[src/rtl/fft_unload_pkg.sv]
// Shared FFT definitions: default widths, unload FSM state encoding and
// an address bit-reverse helper.
// Latency: n/a (declarations only). Backpressure: n/a.
package fft_unload_pkg;

  localparam int FFT_BIT_WIDTH = 16;  // real/imag sample word width
  localparam int FFT_N         = 9;   // log2 of FFT points (512)

  typedef enum logic [1:0] {
    ST_IDLE,   // waiting for a rising fft_done
    ST_READ,   // issuing RAM reads
    ST_DRAIN,  // every read issued, returned words still buffered
    ST_DONE    // single cycle after the last transfer
  } state_t;

  // Reverse the low 'width' bits of value; bits above width come back as 0.
  function automatic logic [31:0] bit_reverse(input logic [31:0] value,
                                              input int          width);
    logic [31:0] r;
    r = '0;
    for (int i = 0; i < width; i++) begin
      r[width-1-i] = value[i];
    end
    return r;
  endfunction

endpackage

[src/rtl/fft_unload_if.sv]
// Unload port bundle: fft_done/result_bank trigger, RAM read port and the
// output stream. master = unload engine, slave = its environment.
// Latency: n/a (wiring only). Backpressure: out_ready on the stream side.
interface fft_unload_if
  import fft_unload_pkg::*;
#(
  parameter int BIT_WIDTH = FFT_BIT_WIDTH,
  parameter int N         = FFT_N
);

  // trigger
  logic                 fft_done;
  logic                 result_bank;
  // RAM read port
  logic                 rd_en;
  logic [N-1:0]         rd_addr;
  logic                 rd_sel;
  logic [BIT_WIDTH-1:0] rd_re;
  logic [BIT_WIDTH-1:0] rd_im;
  // output stream
  logic                 out_valid;
  logic                 out_ready;
  logic [BIT_WIDTH-1:0] out_re;
  logic [BIT_WIDTH-1:0] out_im;
  logic [N-1:0]         out_index;
  logic                 out_last;
  logic                 busy;

  modport master (
    input  fft_done, result_bank, rd_re, rd_im, out_ready,
    output rd_en, rd_addr, rd_sel, out_valid, out_re, out_im, out_index,
           out_last, busy
  );

  modport slave (
    output fft_done, result_bank, rd_re, rd_im, out_ready,
    input  rd_en, rd_addr, rd_sel, out_valid, out_re, out_im, out_index,
           out_last, busy
  );

endinterface

[src/rtl/fft_unload_skid_fifo.sv]
// Two-entry fall-through FIFO: an incoming word is presented on the same
// cycle it arrives when empty. Latency: 0 cycles when empty, else in order.
// Backpressure: out_ready low holds the head; the writer must never push
// while count==2 (the unload engine keeps its own credit for this).
// Ports: clk/reset, in_valid/in_data (push), out_valid/out_ready/out_data
// (head), count (words stored, excluding a word passing straight through).
module skid_fifo #(
  parameter int WIDTH = 8
) (
  input  logic             clk,
  input  logic             reset,
  input  logic             in_valid,
  input  logic [WIDTH-1:0] in_data,
  output logic             out_valid,
  input  logic             out_ready,
  output logic [WIDTH-1:0] out_data,
  output logic [1:0]       count
);

  logic [WIDTH-1:0] mem [2];
  logic             rd_ptr;
  logic             wr_ptr;
  logic             empty;
  logic             store;
  logic             deq;

  assign empty     = (count == 2'd0);
  assign out_valid = !empty || in_valid;
  // An arriving word consumed on the spot never needs a storage slot.
  assign store     = in_valid && !(empty && out_ready);
  assign deq       = !empty && out_ready;

  // Zero when nothing is valid so idle/reset outputs read as 0.
  always_comb begin
    out_data = '0;
    if (!empty) begin
      out_data = mem[rd_ptr];
    end else if (in_valid) begin
      out_data = in_data;
    end
  end

  always_ff @(posedge clk or posedge reset) begin
    if (reset) begin
      mem[0] <= '0;
      mem[1] <= '0;
      rd_ptr <= 1'b0;
      wr_ptr <= 1'b0;
      count  <= 2'd0;
    end else begin
      if (store) begin
        mem[wr_ptr] <= in_data;
        wr_ptr      <= ~wr_ptr;
      end
      if (deq) begin
        rd_ptr <= ~rd_ptr;
      end
      count <= count + {1'b0, store} - {1'b0, deq};
    end
  end

endmodule

[src/rtl/fft_unload.sv]
// Streams 2^N FFT bins out of the result RAM bank in natural bin order,
// optionally reading addresses in bit-reversed order.
// Latency: start edge t -> rd_en in t+1 -> out_valid in t+2.
// Backpressure: out_ready low stalls the stream; at most two words are ever
// outstanding (buffered + in flight) so nothing is lost or duplicated.
// Ports: clk, reset (async, active high), bus (fft_unload_if.master):
//   fft_done/result_bank trigger, rd_en/rd_addr/rd_sel/rd_re/rd_im RAM port,
//   out_valid/out_ready/out_re/out_im/out_index/out_last stream, busy.
module fft_unload
  import fft_unload_pkg::*;
#(
  parameter int BIT_WIDTH = FFT_BIT_WIDTH,
  parameter int N         = FFT_N,
  parameter bit BIT_REV   = 1'b0
) (
  input  logic         clk,
  input  logic         reset,
  fft_unload_if.master bus
);

  localparam int           ENTRY_W  = N + 2 * BIT_WIDTH;
  localparam logic [N-1:0] LAST_BIN = '1;

  state_t               state;
  state_t               state_nx;
  logic                 done_q;      // previous-cycle fft_done
  logic                 bank_q;      // result bank latched at start
  logic [N-1:0]         k_rd;        // next bin to read
  logic                 in_flight;   // a read was issued last cycle
  logic [N-1:0]         flight_idx;  // bin of the read in flight
  logic                 start;
  logic                 rd_issue;
  logic                 busy_c;
  logic [2:0]           occupancy;
  logic [1:0]           fifo_count;
  logic                 head_valid;
  logic [ENTRY_W-1:0]   ret_dat;
  logic [ENTRY_W-1:0]   head_dat;
  logic [N-1:0]         head_idx;
  logic                 head_last;
  logic                 transfer;

  // Only a fresh rising edge seen while idle starts an unload; a level that
  // stays high across the end of an unload cannot retrigger it.
  assign start = (state == ST_IDLE) && bus.fft_done && !done_q;

  // Credit: a slot is reserved for a read as soon as it is issued.
  assign occupancy = {1'b0, fifo_count} + {2'b00, in_flight};

  always_ff @(posedge clk or posedge reset) begin
    if (reset) begin
      state <= ST_IDLE;
    end else begin
      state <= state_nx;
    end
  end

  always_comb begin
    state_nx = state;
    rd_issue = 1'b0;
    busy_c   = 1'b0;
    case (state)
      ST_IDLE: begin
        if (start) begin
          state_nx = ST_READ;
        end
      end
      ST_READ: begin
        busy_c   = 1'b1;
        rd_issue = (occupancy < 3'd2);
        if (rd_issue && (k_rd == LAST_BIN)) begin
          state_nx = ST_DRAIN;
        end
      end
      ST_DRAIN: begin
        busy_c = 1'b1;
        if (transfer && head_last) begin
          state_nx = ST_DONE;
        end
      end
      ST_DONE: begin
        state_nx = ST_IDLE;
      end
      default: begin
        state_nx = ST_IDLE;
      end
    endcase
  end

  always_ff @(posedge clk or posedge reset) begin
    if (reset) begin
      done_q     <= 1'b0;
      bank_q     <= 1'b0;
      k_rd       <= '0;
      in_flight  <= 1'b0;
      flight_idx <= '0;
    end else begin
      done_q    <= bus.fft_done;
      in_flight <= rd_issue;
      if (start) begin
        bank_q <= bus.result_bank;
        k_rd   <= '0;
      end else if (rd_issue) begin
        k_rd <= k_rd + 1'b1;
      end
      if (rd_issue) begin
        flight_idx <= k_rd;
      end
    end
  end

  // RAM read port
  assign bus.rd_en   = rd_issue;
  assign bus.rd_sel  = bank_q;
  assign bus.rd_addr = BIT_REV ? N'(bit_reverse(32'(k_rd), N)) : k_rd;

  // Returned word travels with its bin number so the stream index never has
  // to be reconstructed after stalls.
  assign ret_dat = {flight_idx, bus.rd_re, bus.rd_im};

  skid_fifo #(
    .WIDTH(ENTRY_W)
  ) u_skid (
    .clk      (clk),
    .reset    (reset),
    .in_valid (in_flight),
    .in_data  (ret_dat),
    .out_valid(head_valid),
    .out_ready(bus.out_ready),
    .out_data (head_dat),
    .count    (fifo_count)
  );

  assign head_idx  = head_dat[ENTRY_W-1 -: N];
  assign head_last = head_valid && (head_idx == LAST_BIN);
  assign transfer  = head_valid && bus.out_ready;

  // Output stream
  assign bus.out_valid = head_valid;
  assign bus.out_index = head_idx;
  assign bus.out_re    = head_dat[2*BIT_WIDTH-1 -: BIT_WIDTH];
  assign bus.out_im    = head_dat[BIT_WIDTH-1:0];
  assign bus.out_last  = head_last;
  assign bus.busy      = busy_c;

endmodule

[src/flat_wrapper.sv]
// flat-port wrapper written by rule: the top's interface ports become plain ports
module fft_unload_flat import fft_unload_pkg::*;
#(
  parameter int BIT_WIDTH = FFT_BIT_WIDTH,
  parameter int N         = FFT_N,
  parameter bit BIT_REV   = 1'b0
)
  (clk, reset, bus_fft_done, bus_result_bank, bus_rd_re, bus_rd_im, bus_out_ready, bus_rd_en, bus_rd_addr, bus_rd_sel, bus_out_valid, bus_out_re, bus_out_im, bus_out_index, bus_out_last, bus_busy);
  fft_unload_if #(.BIT_WIDTH(BIT_WIDTH), .N(N)) bus_i ();
  input  logic clk;
  input  logic reset;
  input wire logic [$bits(bus_i.fft_done)-1:0] bus_fft_done;
  input wire logic [$bits(bus_i.result_bank)-1:0] bus_result_bank;
  input wire logic [$bits(bus_i.rd_re)-1:0] bus_rd_re;
  input wire logic [$bits(bus_i.rd_im)-1:0] bus_rd_im;
  input wire logic [$bits(bus_i.out_ready)-1:0] bus_out_ready;
  output wire logic [$bits(bus_i.rd_en)-1:0] bus_rd_en;
  output wire logic [$bits(bus_i.rd_addr)-1:0] bus_rd_addr;
  output wire logic [$bits(bus_i.rd_sel)-1:0] bus_rd_sel;
  output wire logic [$bits(bus_i.out_valid)-1:0] bus_out_valid;
  output wire logic [$bits(bus_i.out_re)-1:0] bus_out_re;
  output wire logic [$bits(bus_i.out_im)-1:0] bus_out_im;
  output wire logic [$bits(bus_i.out_index)-1:0] bus_out_index;
  output wire logic [$bits(bus_i.out_last)-1:0] bus_out_last;
  output wire logic [$bits(bus_i.busy)-1:0] bus_busy;
  assign bus_i.fft_done = bus_fft_done;
  assign bus_i.result_bank = bus_result_bank;
  assign bus_i.rd_re = bus_rd_re;
  assign bus_i.rd_im = bus_rd_im;
  assign bus_i.out_ready = bus_out_ready;
  assign bus_rd_en = bus_i.rd_en;
  assign bus_rd_addr = bus_i.rd_addr;
  assign bus_rd_sel = bus_i.rd_sel;
  assign bus_out_valid = bus_i.out_valid;
  assign bus_out_re = bus_i.out_re;
  assign bus_out_im = bus_i.out_im;
  assign bus_out_index = bus_i.out_index;
  assign bus_out_last = bus_i.out_last;
  assign bus_busy = bus_i.busy;
  fft_unload #(.BIT_WIDTH(BIT_WIDTH), .N(N), .BIT_REV(BIT_REV)) u_core (.clk(clk), .reset(reset), .bus(bus_i));
endmodule
[config.mk]
export PLATFORM = sky130hd
export DESIGN_NAME = fft_unload_flat
export DESIGN_NICKNAME = d
export VERILOG_FILES = /design/src/rtl/fft_unload_pkg.sv /design/src/rtl/fft_unload_if.sv /design/src/rtl/fft_unload_skid_fifo.sv /design/src/rtl/fft_unload.sv /design/src/flat_wrapper.sv
export SDC_FILE = /design/constraint.sdc
export NUM_CORES = 1
export LEC_CHECK = 0
export CORE_UTILIZATION = 40
export CTS_CLUSTER_SIZE = 24
export DETAILED_ROUTE_END_ITERATION = 7
export MAX_ROUTING_LAYER = met4
export PLACE_DENSITY = 0.63
export SLEW_MARGIN = 5
export SYNTH_ARGS = -nofsm -noshare
export SYNTH_HDL_FRONTEND = slang
export SYNTH_SLANG_ARGS = --single-unit
[constraint.sdc]
create_clock -name clk -period 4.2 [get_ports clk]
set_input_delay 0.42 -clock clk [delete_from_list [all_inputs] [get_ports clk]]
set_output_delay 0.42 -clock clk [all_outputs]
set_load 0.02 [all_outputs]
; ---- Yosys cells after proc, flatten, opt, wreduce, memory -nomap -nowiden
; Index checks and enable logic that the tools add are counted.
[word_totals]
output_inout_bits = 55
inputBits = 37
wordCells = 66
reg_bits = 109
[op_classes]
n_bitwise = 4
eq_ne = 8
n_reduce_logical = 19
mux = 16
n_addsub = 4
magnitude_cmp = 4
[op_table]
columns = cell, n
row1 = $mux W41, 6
row2 = $bwmux W82, 1
row3 = $demux W41 S1, 1
row4 = $eq A9 B9 Y1 const B, 2
row5 = $mux W9, 2
row6 = $logic_and A1 B1 Y1, 10
row7 = $add A9 B1 Y9 const B, 1
row8 = $pmux W2 S4, 1
row9 = $mux W2, 3
row10 = $ne A2 B1 Y1 const B, 3
row11 = $eq A2 B2 Y1 const B, 2
row12 = $ge A2 B2 Y1 const B, 2
row13 = $logic_not A2 Y1, 2
row14 = $not A1 Y2, 2
row15 = $add A2 B1 Y3, 1
row16 = $logic_not A1 Y1, 3
row17 = $lt A3 B2 Y1 const B, 1
row18 = $reduce_and A3 Y1, 1
row19 = $add A2 B1 Y2, 1
row20 = $eq A2 B1 Y1 const B, 1
row21 = $lt A2 B1 Y1 const B, 1
row22 = $mux W1, 2
row23 = $not A1 Y1, 2
row24 = $reduce_bool A2 Y1, 1
row25 = other kinds (3), 3

; ---- Depth between registers and ports, before layout
; Gate-level depths: netlist (run 1).
[logic_depth]
word_depth = 10
ltp_mapped = 9
mapped_depth_nobuf = 9

; ---- Hierarchy
; A second synthesis (run 1) with hierarchy kept.
[unflattened]
cells_unflattened = 430
area_unflattened_um2 = 5594.1
[modules_own_cells]
columns = mod, seq_area_each_um2, cells_per_inst, n_inst, area_each_um2
row1 = skid_fifo, 2152.1, 337, 1, 4514.3
row2 = fft_unload, 575.6, 93, 1, 1079.8

; ---- Worst setup path after synthesis (run 1)
; Ideal clock, no wire load.
[synth_path]
path_type = register to output
startpoint = register u_core.u_skid.count[1]
endpoint = output port bus_out_last
path_slack_ns = 2.123
required_time_ns = 3.780
arrival_ns = 1.657
stages_incl_launch_ff = 6
path_buffers = 1
cell_sequence = dfrtp_1 buf_2 or2_1 a21oi_1 and3_1 and2_1
[synth_between]
elab_chain_cells = 4
elab_cells_between_ends = 6
classes_between = eq/ne (1) / mux (1) / reduce/logical (4)
[synth_lines]
columns = element, line
row1 = start: declaration, fft_unload_skid_fifo.sv:17  ; output logic [1:0] count
row2 = start signal: assignment, fft_unload_skid_fifo.sv:58  ; count <= count + {1'b0, store} - {1'b0, deq};
row3 = $logic_not A2 Y1, fft_unload_skid_fifo.sv:27  ; assign empty = (count == 2'd0);
row4 = $mux W41, fft_unload_skid_fifo.sv:36  ; if (!empty) begin
row5 = named net bus_out_index[6], flat_wrapper.sv:23  ; output wire logic [$bits(bus_i.out_index)-1:0] bus_out_index;
row6 = $eq A9 B9 Y1, fft_unload.sv:135  ; assign head_last = head_valid && (head_idx == LAST_BIN);
row7 = $logic_and A1 B1 Y1, fft_unload.sv:135
row8 = end: declaration, flat_wrapper.sv:24  ; output wire logic [$bits(bus_i.out_last)-1:0] bus_out_last;
; The timed path passes the listed nets, and every way through them passes these cells.

; ---- Final worst setup path (run 1)
[layout_path]
startpoint = register u_core.in_flight
endpoint = output port bus_rd_en
[layout_between]
elab_chain_cells = 3
[layout_lines]
columns = element, line
row1 = start: declaration, fft_unload.sv:29  ; logic in_flight;
row2 = start signal: assignment, fft_unload.sv:99  ; in_flight <= rd_issue;
row3 = $add A2 B1 Y3, fft_unload.sv:48  ; assign occupancy = {1'b0, fifo_count} + {2'b00, in_flight};
row4 = $lt A3 B2 Y1, fft_unload.sv:70  ; rd_issue = (occupancy < 3'd2);
row5 = $mux W1, fft_unload.sv:62  ; case (state)
row6 = end: declaration, flat_wrapper.sv:17  ; output wire logic [$bits(bus_i.rd_en)-1:0] bus_rd_en;
; Every way passes these cells.

==> results of run 1 <==
-- worst min-delay path by stage --
stage | slack (ps) | start | endpoint
after floorplan | 450 | bus_fft_done | u_core.done_q
final | 490 | u_core.u_skid.mem[58] | u_core.u_skid.mem[58]
after global placement | 470 | u_core.u_skid.mem[58] | u_core.u_skid.mem[58]
after detailed placement | 480 | u_core.u_skid.mem[58] | u_core.u_skid.mem[58]
after global routing | 520 | u_core.u_skid.mem[24] | u_core.u_skid.mem[24]
after CTS | 500 | u_core.u_skid.mem[58] | u_core.u_skid.mem[58]
-- layer usage --
layer | vias to the layer above | global-route usage [%]
li1 | 1790 | -
met1 | 1856 | 23.23
met2 | 74 | 30.31
met3 | 12 | 3.244
met4 | 0 | 4.557
met5 | - | -
-- flip-flops by register name (all words and copies together) (netlist names) --
name	count
u_core.u_skid.rd_ptr	1
u_core.u_skid.mem	82
u_core.bus.rd_addr	9
u_core.in_flight	1
u_core.u_skid.count	2
u_core.done_q	1
u_core.u_skid.wr_ptr	1
u_core.state	2
u_core.flight_idx	9
u_core.bus.rd_sel	1
-- worst reg2reg max path, delay by kind of cell (launching register included) --
family	cells	cell delay, ps
mux	1	370
simple gates	2	660
flops	1	790
buf+inv	2	810
-- layout make-up --
type,instances,area share (%)
Clock inverter,5,0.9017
Sequential cell,109,40.97
Clock buffer,11,3.494
Inverter,6,0.3757
Tap cell,172,3.231
Multi-Input combinational cell,316,36.33
Timing Repair Buffer,100,14.69
-- synth_stat cells (2+ instances only) --
cell type	count
dfrtp_1	109
mux2_2	82
nand2_1	41
nand3_1	41
mux2i_1	38
o21ai_0	36
a21oi_1	13
buf_2	13
nor2_1	11
clkbuf_1	9
ha_1	8
xnor2_1	7
inv_1	6
buf_4	4
or3_1	4
xor2_1	4
a211oi_1	3
and3_1	3
buf_1	3
mux2_1	3
nand4_1	3
a31oi_1	2
and2_1	2
nand2b_1	2
-- placed cells by master (no fill, tap or decap), drive strengths merged, types with 2 or more instances in the layout --
master | netlist | layout
dfrtp | 109 | 109
clkdlybuf4s50 | 0 | 91
mux2 | 85 | 85
nand2 | 41 | 41
nand3 | 41 | 41
mux2i | 38 | 38
o21ai | 36 | 36
a21oi | 13 | 13
nor2 | 13 | 13
clkbuf | 9 | 11
buf | 21 | 9
ha | 8 | 8
xnor2 | 7 | 7
inv | 6 | 7
or3 | 4 | 4
xor2 | 4 | 4
and3 | 3 | 3
nand4 | 3 | 3
a211oi | 3 | 3
nand2b | 2 | 2
a31oi | 2 | 2
and2 | 2 | 2
clkinv | 0 | 2
-- report_power, final --
group	internal [mW]	switching, mW
Combinational	0.0327	0.0357
Clock	0.465	0.373
Sequential	1.05	0.0000656
Total	1.55	0.409
-- cells by family (layout without fill, tap and decap cells) --
group | Yosys count | count (layout) | share of synthesized area (%)
flip-flops | 109 | 109 | 51.35
AO/OA/AOI/OAI | 59 | 59 | 6.219
XOR/XNOR | 11 | 11 | 1.814
multiplexers | 123 | 123 | 25.18
AND/OR/NAND/NOR | 115 | 115 | 10.27
adder cells (fa/ha/maj) | 8 | 8 | 1.885
buffers and inverters | 36 | 122 | 3.274
-- through the flow --
step	total power, mW	hold slack [ps]	worst slack [ps]	cell area [µm²]	util [%]
floorplan	1.088	451.4	906.1	5311	-
global placement	1.138	466.1	1408	6367	49.85
detailed placement	1.140	480.5	1310	6367	49.85
CTS	1.979	496.4	942.6	6660	52.14
global route	2.022	518.0	768.0	6660	52.14
finish	1.956	493.9	1017	6660	52.14
==> impl_metrics.tcl, run 1 <==
set metrics [dict create \
    worst-path-max-fanout 20 \
    slew_violations 0 \
    stdcell_count 719 \
    hold_viol 0 \
    synth_cell_type_count 38 \
    outcome "finished, final reports clean" \
    antenna_found_initial 0 \
    required_ps 3780 \
    die_area_um2 13740 \
    cts_buffer_depth 2 \
    drv_cap 0 \
    cp_slowest_stage_delay_ps 710 \
    rsz0062_at_grt "no" \
    cts_setup_buffers 0 \
    syn2layout_area_growth_pct 25.39 \
    skew_ps 6.509 \
    period_share_pct 75.79 \
    r2r_end "u_core.u_skid.mem[54]" \
    r2r_slack_ps 1470 \
    cp_data_arrival_time_ps 2760 \
    syn_avg_cell_area_um2 11.52 \
    period_needed_ps 3183 \
    r2r-start "u_core.in_flight" \
    synthCells 461 \
    ys_ff_latch 109 \
    cp-startpoint "u_core.in_flight" \
    max_slew.worst_pin.slew_ps 812.6 \
    crit_chain "a21oi_1 -> nand2_1 -> inv_1 -> clkdlybuf4s50_1" \
    fmax_mhz 314.2 \
    yosys.area.top_type "dfrtp_1" \
    n_antenna_cell 0 \
    ys.flop_type "dfrtp_1" \
    routabilityCongestion 0.8195 \
    holdBufCountCts 0 \
    power_leakage_nw 2.946 \
    place_hpwl_um 7847 \
    synthesis.nets 506 \
    cts_tree "done" \
    ioPinCount 92 \
    cts_buffers 9 \
    setup_viol 0 \
    max-vdd-ir-drop_mv 0.1724 \
    initialDrtViolationCount 167 \
    drc 0 \
    synth_area_leaders "dfrtp_1, mux2_2, mux2i_1" \
    core_area_um2 12770 \
    powerDensity_nw_per_um2 293.7 \
    synth_async_sr_flop_share_pct 100.0 \
    clock_sinks 109 \
    worstSetupStartpointType "flip-flop" \
    overflow 0 \
    drive_gt1_share_pct 20.29 \
    grt_pass1_wl_um 18610 \
    die_x_um 117.2 \
    cp-end-kind "output pin" \
    numPlacedInstances 703 \
    path_delay_family "buffers and inverters" \
    wl_met3_um 411 \
    io_buffers 91 \
    hold_depth 1 \
    path_class "flip-flop to output pin" \
    final_nets 587 \
    critPathBufInv 2 \
    ys_warn_count 0 \
    vias 3732 \
    cpMaxStageDelayCell "clkdlybuf4s50_1" \
    viasPerCell 5.191 \
    synth_area_um2 5311 \
    hp-class "flip-flop to flip-flop" \
    cp_num_cells 4 \
    wl_um 11480 \
    multi_input_area_um2 2420 \
    cts-root-buf "clkbuf_16" \
    wl_met1_um 5445 \
    rows 41 \
    cts_max_level 3 \
    max_slew_margin_pct 45.76 \
    seqCellArea_um2 2729 \
    start_util_pct 41.58 \
    antenna_left 0 \
    synth_top_area_share_pct 51.35 \
    wl_met2_um 5516 \
    synth.yosys.seq_area_share_pct 51.35 \
    wl_per_cell_um 15.97 \
    top_layer_used "met4" \
    grt_start_max_net_pins 52 \
    fin_setup_tns_ps 0 \
    cp-endpoint "bus_rd_en" \
    grt_use_total_pct 18.29 \
    fill_cells 1106 \
    r2r_cells 5 \
    worst_skew_pair.late_latency_ps 340 \
    post_cts_resized 0 \
    drt_pass1_iterations 4 \
    grt_pass1_vias 3670 \
    die_h_um 117.2 \
    clk_pin_slew_ps 70 \
    synth_edf_count 0 \
]
Note: power is estimated with default switching activity, not from simulation.
==> run 2: changes to the inputs <==
PLACE_DENSITY = 0.66   (was 0.63)
clock period = 2.8 ns   (was 4.2 ns; I/O delays follow)
==> run 2 against run 1 <==
  * Sequential power up 50%
  * Clock-buffer cell count fell by 2
  * Via count grew 1.2%
  * Clock skew grew 2.7 ps
  * Clock power is 64% higher
  * Utilization increased by 1.2 points
  * Setup slack worse by 820 ps
==> impl_metrics.tcl, run 2 (synthesized netlist as in run 1, its figures left out) <==
set metrics [dict create \
    period_share_pct 92.84 \
    ioPinCount 92 \
    io_buffers 91 \
    max_slew.worst_pin.slew_ps 1038 \
    crit_chain "buf_4 -> buf_6 -> mux2i_1 -> o21ai_0 -> clkdlybuf4s50_1" \
    cts-root-buf "clkbuf_16" \
    cp_data_arrival_time_ps 2320 \
    skew_ps 9.168 \
    final_area_um2 6815 \
    period_needed_ps 2599 \
    fmax_mhz 384.7 \
    wl_per_cell_um 15.88 \
    final_cell_mix "dfrtp_1, clkdlybuf4s50_1, mux2_2, nand2_1, nand3_1" \
    largest_reg_flops 82 \
    slew_violations 0 \
    grt_use_total_pct 18.40 \
    syn2layout_area_growth_pct 28.32 \
    final_nets 596 \
    cts_setup_buffers 0 \
    rsz0062_at_grt "no" \
    clock_sinks 109 \
    wl_um 11560 \
    die_area_um2 13740 \
    clk_pin_slew_ps 70 \
    start_util_pct 41.58 \
    r2r_cells 6 \
    drv_cap 0 \
    antenna_left 0 \
    outcome "finished, final reports clean" \
    hp-class "input port to async pin" \
    worst_skew_pair.late_latency_ps 350 \
    cpMaxStageDelayCell "clkdlybuf4s50_1" \
    overflow 0 \
    top_register "u_core.u_skid.mem" \
    cts_max_level 3 \
    grt_pass1_vias 3762 \
    die_x_um 117.2 \
    max-vdd-ir-drop_mv 0.3156 \
    core_area_um2 12770 \
    vias 3775 \
    cp-end-kind "output pin" \
    place_hpwl_um 7841 \
    rows 41 \
    worstSetupStartpointType "flip-flop" \
    cts_buffer_depth 2 \
    viasPerCell 5.185 \
    path_class "flip-flop to output pin" \
    die_h_um 117.2 \
    r2r-start "u_core.u_skid.count[1]" \
    antenna_found_initial 0 \
    cts_buffers 9 \
    hold_viol 0 \
    initialDrtViolationCount 186 \
    fin_setup_tns_ps 0 \
    cts_tree "done" \
    final_common_cell "dfrtp_1" \
    routabilityCongestion 0.7779 \
    powerDensity_nw_per_um2 449.1 \
    r2r_end "u_core.u_skid.mem[42]" \
    dpl_cell_area_um2 6474 \
    holdBufCountCts 0 \
    drt_pass1_iterations 4 \
    required_ps 2520 \
    n_antenna_cell 0 \
    power_leakage_nw 3.032 \
    cp-startpoint "u_core.u_skid.rd_ptr" \
    path_delay_family "buffers and inverters" \
    setup_viol 0 \
    total_power_mw 3.061 \
    drc 0 \
    worst-path-max-fanout 24 \
    grt_pass1_wl_um 18690 \
    max_slew_margin_pct 30.64 \
    drive_gt1_share_pct 22.48 \
    critPathBufInv 3 \
    r2r_slack_ps 430 \
    grt_start_max_net_pins 55 \
    cp_slowest_stage_delay_ps 650 \
]
run 2: repair_timing:
item	4_1_cts	5_1_grt
endpoints found under the setup margin	1	13
pin swaps	0	0
resized for setup	2	5
run 2: through the flow:
stage,std cells,util (%),hold WS (ps),setup slack [ps]
finish,728,53.35,358.5,200.5
global route,728,53.35,408.3,60.82
CTS,728,53.24,369.2,22.57
detailed placement,712,50.68,476.2,212.9
global placement,712,50.68,466.4,250.8
floorplan,461,-,311.4,743.6
run 2: area by class of cell:
| cell class | instances | area (µm²) |
|---|---|---|
| Clock buffer | 9 | 225.2 |
| Tap cell | 172 | 215.2 |
| Sequential cell | 109 | 2731 |
| Inverter | 6 | 26.28 |
| Timing Repair Buffer | 109 | 1097 |
| Multi-Input combinational cell | 316 | 2422 |
| Clock inverter | 7 | 97.59 |
| Fill cell | 1096 | 5958 |
run 2: power by group:
part	internal, mW	switching (mW)
clock	0.787	0.591
sequential	1.57	0.000158
combinational	0.0547	0.0538
total	2.42	0.645
run 2: worst max-delay path by stage:
stage                                        to  slack (ps)  cells after the start
final                            bus_out_re[12]         200                      5
after global routing             bus_out_re[12]          60                      5
after CTS                          bus_out_last          20                      5
after detailed placement  u_core.u_skid.mem[46]         210                      6
after global placement    u_core.u_skid.mem[46]         250                      6
after floorplan                 u_core.state[1]         740                      8
run 2: worst register-to-register path, delay by kind of cell (launching register included):
| family | cells | cell delay [ps] |
|---|---|---|
| AND/OR/NAND/NOR | 4 | 1090 |
| flip-flops | 1 | 470 |
| buffers and inverters | 1 | 350 |
| multiplexers | 1 | 340 |
run 2: layer usage:
layer  vias up  wire (µm)  track usage, %  part of all wire [%]
li1       1814          -               -                     -
met1      1847       5378           23.41                    47
met2       101       5301           28.55                    46
met3        13        670           4.068                   5.8
met4         0        208           7.426                   1.8
met5         -          0               -                     0
